File: src/rtl/pipe_hazard_ctrl.sv
// ---------------------------------------------------------------------------
// pipe_hazard_ctrl
//   Freeze/flush controller for a five-stage in-order pipeline.
//   - Memory-wait FSM (IDLE/WAIT) with a timeout counter. The timeout sets a
//     sticky mem_err.
//   - A data-hazard detector comparing the ID-stage sources against the
//     downstream producers.
//   - Branch flush and a saturating stall-cycle counter.
//
//   Configuration macro: FORWARDING_EN
//     defined   : only EXE-stage loads (exe_MEM_R_EN) cause a data hazard.
//     undefined : any EXE or MEM writeback (exe_WB_EN / mem_WB_EN) causes one.
//
//   Reset is synchronous and active-high. While rst is high, every freeze
//   output is 0 and both flush outputs are 1, so the pipeline fills with
//   bubbles.
// ---------------------------------------------------------------------------
module pipe_hazard_ctrl #(
  parameter int TIMEOUT = 15,
  parameter int CNT_W   = 16
) (
  input  logic             clk,
  input  logic             rst,
  input  logic [3:0]       id_src1,
  input  logic [3:0]       id_src2,
  input  logic             id_two_src,
  input  logic [3:0]       exe_Dest,
  input  logic             exe_WB_EN,
  input  logic             exe_MEM_R_EN,
  input  logic [3:0]       mem_Dest,
  input  logic             mem_WB_EN,
  input  logic             exe_B,
  input  logic             mem_req,
  input  logic             sram_ready,
  output logic             pc_freeze,
  output logic             if_id_freeze,
  output logic             id_exe_freeze,
  output logic             exe_mem_freeze,
  output logic             mem_wb_freeze,
  output logic             if_id_flush,
  output logic             id_exe_flush,
  output logic             mem_busy,
  output logic             mem_err,
  output logic [CNT_W-1:0] stall_cnt
);

  // The wait counter must be able to hold the value TIMEOUT itself.
  localparam int WAIT_W = (TIMEOUT < 1) ? 1 : $clog2(TIMEOUT + 1);
  localparam logic [WAIT_W-1:0] TIMEOUT_V = WAIT_W'(TIMEOUT);

  typedef enum logic {
    S_IDLE = 1'b0,
    S_WAIT = 1'b1
  } mem_state_t;

  mem_state_t        r_state;
  mem_state_t        w_state_nxt;
  logic [WAIT_W-1:0] r_wait_cnt;
  logic [WAIT_W-1:0] w_wait_cnt_nxt;
  logic              w_err_set;
  logic              r_mem_err;
  logic [CNT_W-1:0]  r_stall_cnt;

  logic              w_mem_freeze;
  logic              w_hazard;
  logic              w_any_freeze;

  // -------------------------------------------------------------------------
  // Data-hazard detection against the enabled producers.
  // -------------------------------------------------------------------------
`ifdef FORWARDING_EN
  // With forwarding, only a load in EXE cannot be bypassed in time.
  logic w_exe_load_hit1;
  logic w_exe_load_hit2;
  logic w_unused_fwd;

  assign w_exe_load_hit1 = exe_MEM_R_EN && (id_src1 == exe_Dest);
  assign w_exe_load_hit2 = exe_MEM_R_EN && (id_src2 == exe_Dest);
  assign w_hazard        = w_exe_load_hit1 || (id_two_src && w_exe_load_hit2);
  // Writeback flags and the MEM destination are irrelevant once bypassing exists.
  assign w_unused_fwd    = ^{exe_WB_EN, mem_Dest, mem_WB_EN};
`else
  // Without forwarding, any pending register write in EXE or MEM blocks ID.
  logic w_exe_hit1;
  logic w_exe_hit2;
  logic w_mem_hit1;
  logic w_mem_hit2;
  logic w_unused_fwd;

  assign w_exe_hit1   = exe_WB_EN && (id_src1 == exe_Dest);
  assign w_exe_hit2   = exe_WB_EN && (id_src2 == exe_Dest);
  assign w_mem_hit1   = mem_WB_EN && (id_src1 == mem_Dest);
  assign w_mem_hit2   = mem_WB_EN && (id_src2 == mem_Dest);
  assign w_hazard     = w_exe_hit1 || w_mem_hit1 ||
                        (id_two_src && (w_exe_hit2 || w_mem_hit2));
  // The load flag only matters when forwarding is built in.
  assign w_unused_fwd = exe_MEM_R_EN;
`endif

  // -------------------------------------------------------------------------
  // Memory FSM
  // -------------------------------------------------------------------------

  // The memory stage must hold while an access is outstanding. On the cycle
  // the counter reaches TIMEOUT the hold is released and the access is
  // abandoned.
  assign w_mem_freeze = ((r_state == S_IDLE) && mem_req && !sram_ready) ||
                        ((r_state == S_WAIT) && !sram_ready && (r_wait_cnt != TIMEOUT_V));

  // State register: holds the FSM state, the wait counter and the sticky error flag.
  always_ff @(posedge clk) begin
    // NOTE: every clocked state uses non-blocking (<=) assignments. Blocking
    // assignments here would let later statements see the updated values and
    // would race with other clocked blocks.
    if (rst) begin
      r_state    <= S_IDLE;
      r_wait_cnt <= '0;
      r_mem_err  <= 1'b0;
    end else begin
      r_state    <= w_state_nxt;
      r_wait_cnt <= w_wait_cnt_nxt;
      r_mem_err  <= r_mem_err | w_err_set;
    end
  end

  // Next-state logic: IDLE to WAIT on a stalled request; WAIT ends on ready or timeout.
  always_comb begin
    // NOTE: every signal is given a default before the case statement. This
    // makes each path assign every output, so no latch is inferred.
    w_state_nxt    = r_state;
    w_wait_cnt_nxt = r_wait_cnt;
    w_err_set      = 1'b0;
    case (r_state)
      S_IDLE: begin
        if (mem_req && !sram_ready) begin
          w_state_nxt    = S_WAIT;
          w_wait_cnt_nxt = WAIT_W'(1);
        end
      end
      S_WAIT: begin
        if (sram_ready) begin
          w_state_nxt    = S_IDLE;
          w_wait_cnt_nxt = '0;
        end else if (r_wait_cnt == TIMEOUT_V) begin
          w_state_nxt    = S_IDLE;
          w_wait_cnt_nxt = '0;
          w_err_set      = 1'b1;
        end else begin
          w_wait_cnt_nxt = r_wait_cnt + WAIT_W'(1);
        end
      end
      default: begin
        w_state_nxt    = S_IDLE;
        w_wait_cnt_nxt = '0;
      end
    endcase
  end

  // -------------------------------------------------------------------------
  // Freeze / flush outputs
  // -------------------------------------------------------------------------

  // Priority order: reset, then memory freeze, then branch flush, then data-hazard stall.
  always_comb begin
    pc_freeze      = 1'b0;
    if_id_freeze   = 1'b0;
    id_exe_freeze  = 1'b0;
    exe_mem_freeze = 1'b0;
    mem_wb_freeze  = 1'b0;
    if_id_flush    = 1'b0;
    id_exe_flush   = 1'b0;
    if (rst) begin
      if_id_flush    = 1'b1;
      id_exe_flush   = 1'b1;
    end else if (w_mem_freeze) begin
      // The whole pipe holds. A branch sitting in EXE stays there and is
      // acted on in the first cycle after the memory stall ends.
      pc_freeze      = 1'b1;
      if_id_freeze   = 1'b1;
      id_exe_freeze  = 1'b1;
      exe_mem_freeze = 1'b1;
      mem_wb_freeze  = 1'b1;
    end else if (exe_B) begin
      // A taken branch discards the wrong-path instructions in IF/ID and
      // ID/EXE. A hazard on those instructions no longer matters.
      if_id_flush    = 1'b1;
      id_exe_flush   = 1'b1;
    end else if (w_hazard) begin
      // Hold fetch and decode, and send a bubble into EXE.
      pc_freeze      = 1'b1;
      if_id_freeze   = 1'b1;
      id_exe_flush   = 1'b1;
    end
  end

  assign w_any_freeze = pc_freeze | if_id_freeze | id_exe_freeze |
                        exe_mem_freeze | mem_wb_freeze;

  // Stall counter: counts every cycle in which any stage is held, and saturates at all-ones.
  always_ff @(posedge clk) begin
    if (rst) begin
      r_stall_cnt <= '0;
    end else if (w_any_freeze && (r_stall_cnt != {CNT_W{1'b1}})) begin
      r_stall_cnt <= r_stall_cnt + CNT_W'(1);
    end
  end

  assign mem_busy  = (r_state == S_WAIT);
  assign mem_err   = r_mem_err;
  assign stall_cnt = r_stall_cnt;

endmodule

File: config.mk
export PLATFORM = sky130hd
export DESIGN_NAME = pipe_hazard_ctrl
export DESIGN_NICKNAME = d
export VERILOG_FILES = /design/src/rtl/pipe_hazard_ctrl.sv
export SDC_FILE = /design/constraint.sdc
export NUM_CORES = 1
export LEC_CHECK = 0
export ABC_AREA = 0
export CORE_UTILIZATION = 45
export DETAILED_ROUTE_END_ITERATION = 12
export PLACE_DENSITY_LB_ADDON = 0.12
export SYNTH_ARGS = -nofsm -noshare
export SYNTH_HDL_FRONTEND = slang
export SYNTH_SLANG_ARGS = --single-unit
File: constraint.sdc
create_clock -name clk -period 4.2 [get_ports clk]
set_input_delay 0.84 -clock clk [delete_from_list [all_inputs] [get_ports clk]]
set_output_delay 0.84 -clock clk [all_outputs]
set_load 0.1 [all_outputs]
==> impl_metrics.csv <==
group,metric,value,unit
logic_synthesis,synth_top_family_by_area,"simple AND/OR/NAND/NOR gates",
clocking,cts_post_setup_buffers_inserted,0,
clocking,root_buffer,"clkbuf_4",
setup_path,cp_max_fo,3,
floorplan,die_area,3580,um^2
timing,hold_viol,0,
pwr,combPwrFrac,0.313,
clocking,clkSinkCount,22,
clocking,numCtsBuffers,3,
global_route,antenna_found_initial,0,
timing,rsz0062_at_grt,"no",
timing,skew,6.33,ps
pwr,finalPower,489,uW
placement,hpwl,2600,um
logic_synthesis,synth_mux_area_frac,0.120,
floorplan,dieWidth,59.8,um
timing,finalCritPeriodShare,0.806,
pwr,p_sw_frac,0.336,
pwr,power.internal,325,uW
pwr,seq_power_share,0.445,
clocking,cts_tree,"yes",
logic_synthesis,synthAdderAreaFrac,0.0166,
route,via_per_inst,5.41,
pwr,clockPowerShare,0.242,
finish,area_growth,39.8,%
logic_synthesis,yosysSeqAreaShare,0.293,
floorplan,dieHeight,59.8,um
floorplan,num_rows,20,
logic_synthesis,synthTopCellsByArea,"dfxtp_1 (29%), xor2_1 (7.0%), mux2_1 (5.2%), nor2_1 (4.7%), nor2b_1 (4.2%)",
floorplan,start_util,0.485,
setup_path,r2r_slack,2050,ps
setup_path,cpPeakStageDelay,510,ps
clocking,clk_latency,310,ps
timing,tightest_slew,981,ps
timing,fmax,296,MHz
finish,fin_nets,235,
logic_synthesis,netlist_area,1510,um^2
clocking,clk_pin_slew,120,ps
clocking,holdBufCountCts,0,
setup_path,crit_buf_inv,2,
global_route,grt_first_pass_wirelength,5400,um
route,drt-initial-drc-count,33,
pwr,irDropWorstVdd,0.131,mV
finish,antenna_cells,0,
placement,gp_congestion,0.735,
logic_synthesis,synth.net_count,189,
setup_path,cp_data_required_time,3360,ps
route,drtPass1Iterations,4,
global_route,grt_pass1_vias,1281,
placement,place_area,2070,um^2
clocking,clock_path_buffers,2,
route,totalWireLength,3440,um
pwr,p_per_area,232,nW/um^2
floorplan,core_region_area,3100,um^2
route,ant_nets,0,
setup_path,cp_top_family,"buffers and inverters",
timing,slew_headroom,0.344,
timing,finalSetupViolations,0,
setup_path,crit_slowest_cell,"clkdlybuf4s50_1",
timing,min_period,3380,ps
logic_synthesis,yosys.area_share.xor_xnor,0.0989,
global_route,gr-total-overflow,0,
finish,stdcell_area,2100,um^2
placement,port_buffers,48,
finish,mostFrequentLayoutCells,"clkdlybuf4s50_1 (41), dfxtp_1 (22), nor2_1 (19), xor2_1 (12), nor2b_1 (10)",
setup_path,start_kind,"input port",
clocking,ctsResizeCount,0,
logic_synthesis,postSynthCellCount,162,
logic_synthesis,synth.top_cell.area_share,0.293,
pwr,leakagePower,0.869,nW
logic_synthesis,synth_top_cell_by_area,"dfxtp_1",
logic_synthesis,ys_ff_latch,22,
route,avgRoutedWirePerCell,13.7,um
worst_hold_path,holdCritPathClass,"flip-flop to flip-flop",
route,route.vias.total,1359,
global_route,grt_usage,0.194,
setup_path,cp_data_arrival_time,2540,ps
logic_synthesis,yosysWarnings,0,
setup_path,criticalPathCategory,"input port to primary output",
timing,slew_viol_final,0,
route,drc,0,
job,max-cap-violations,0,
logic_synthesis,avgSynthCellArea,9.29,um^2
global_route,grt_max_degree,33,
finish,final_common_cell,"clkdlybuf4s50_1",
setup_path,critical_path.cell_chain,"clkdlybuf4s50_1, xor2_1, nor3_1, a31oi_2, a21boi_4, or2_2, buf_12",
logic_synthesis,synth_simple_gate_area_share,0.246,
run_status,status,"completed",
clocking,h-tree-depth,1,
logic_synthesis,synth_compound_area_frac,0.175,
finish,drive_above_1_share,0.159,
floorplan,boundaryPins,50,
timing,tns,0,ps
pwr,p_switching,164,uW
logic_synthesis,yosysUniqueCellTypes,42,
setup_path,crit_path_end_kind,"primary output",
## Yosys cell counts (all sizes together)
| cell type | number |
|---|---|
| dfxtp | 22 |
| nand3b | 1 |
| ha | 2 |
| nor3 | 2 |
| nand3 | 3 |
| inv | 3 |
| xor2 | 12 |
| nor2 | 20 |
| o211ai | 5 |
| nor2b | 10 |
| and2 | 1 |
| buf | 6 |
| o2111ai | 4 |
| a21boi | 1 |
| a31oi | 2 |
| and3 | 10 |
| nor4 | 2 |
| a21oi | 6 |
| nand4 | 1 |
| mux2 | 10 |
| and4 | 3 |
| a41oi | 1 |
| mux2i | 6 |
| nand2b | 6 |
| clkbuf | 4 |
| or2 | 1 |
| a2111oi | 2 |
| a22oi | 3 |
| xnor2 | 5 |
| o21ai | 8 |
## registers in the layout (all words and copies together) (netlist names)
register and flops:
mem_err 1, stall_cnt 16, mem_busy 1, r_wait_cnt 4
## cells by family after synthesis
logic type | after synthesis
and+or+nand+nor | 60
AOI/OAI and AO/OA | 32
DFF | 22
xor gates and xnor gates | 17
muxes | 16
buffers and inverters | 13
adders and majority gates | 2
## final timing paths
path | start | to | cells after the start
max | mem_Dest[3] | pc_freeze | 7
min | stall_cnt[4]$_SDFFE_PP0P_ | stall_cnt[4]$_SDFFE_PP0P_ | 1
max reg2reg | r_wait_cnt[0]$_SDFFE_PP0P_ | stall_cnt[12]$_SDFFE_PP0P_ | 6
min reg2reg | stall_cnt[4]$_SDFFE_PP0P_ | stall_cnt[4]$_SDFFE_PP0P_ | 1
## area by class of cell
type | count | area [um^2]
inverter | 3 | 11.3
tap | 44 | 55.1
clock buffer | 4 | 36.3
timing repair buffer | 51 | 573
sequential | 22 | 440
fill | 271 | 998
multi-input combinational | 127 | 988
## metal layers
metal,routed length (um),global-route usage
met5,0,0
met4,42,0.0664
met2,1630,0.344
met1,1570,0.232
met3,197,0.0368
## power by group through the flow
| stage | combinational, mW | sequential, mW | clock [mW] |
|---|---|---|---|
| floorplan | 0.0742 | 0.242 | 0 |
| global placement | 0.151 | 0.222 | 0 |
| detailed placement | 0.153 | 0.222 | 0 |
| CTS | 0.154 | 0.218 | 0.121 |
| global route | 0.161 | 0.219 | 0.130 |
| finish | 0.153 | 0.218 | 0.118 |
## metrics by stage
stage          utilization  cells  hold slack, ps  setup WS (ps)
4_1_cts              0.678    251             502            804
6_report             0.678    251             502            816
3_3_place_gp         0.667    247             460            853
3_5_place_dp         0.667    247             469            812
5_1_grt              0.678    251             535            740
2_1_floorplan            -    162             513            181
No activity file was read; power rests on OpenSTA's default activity.
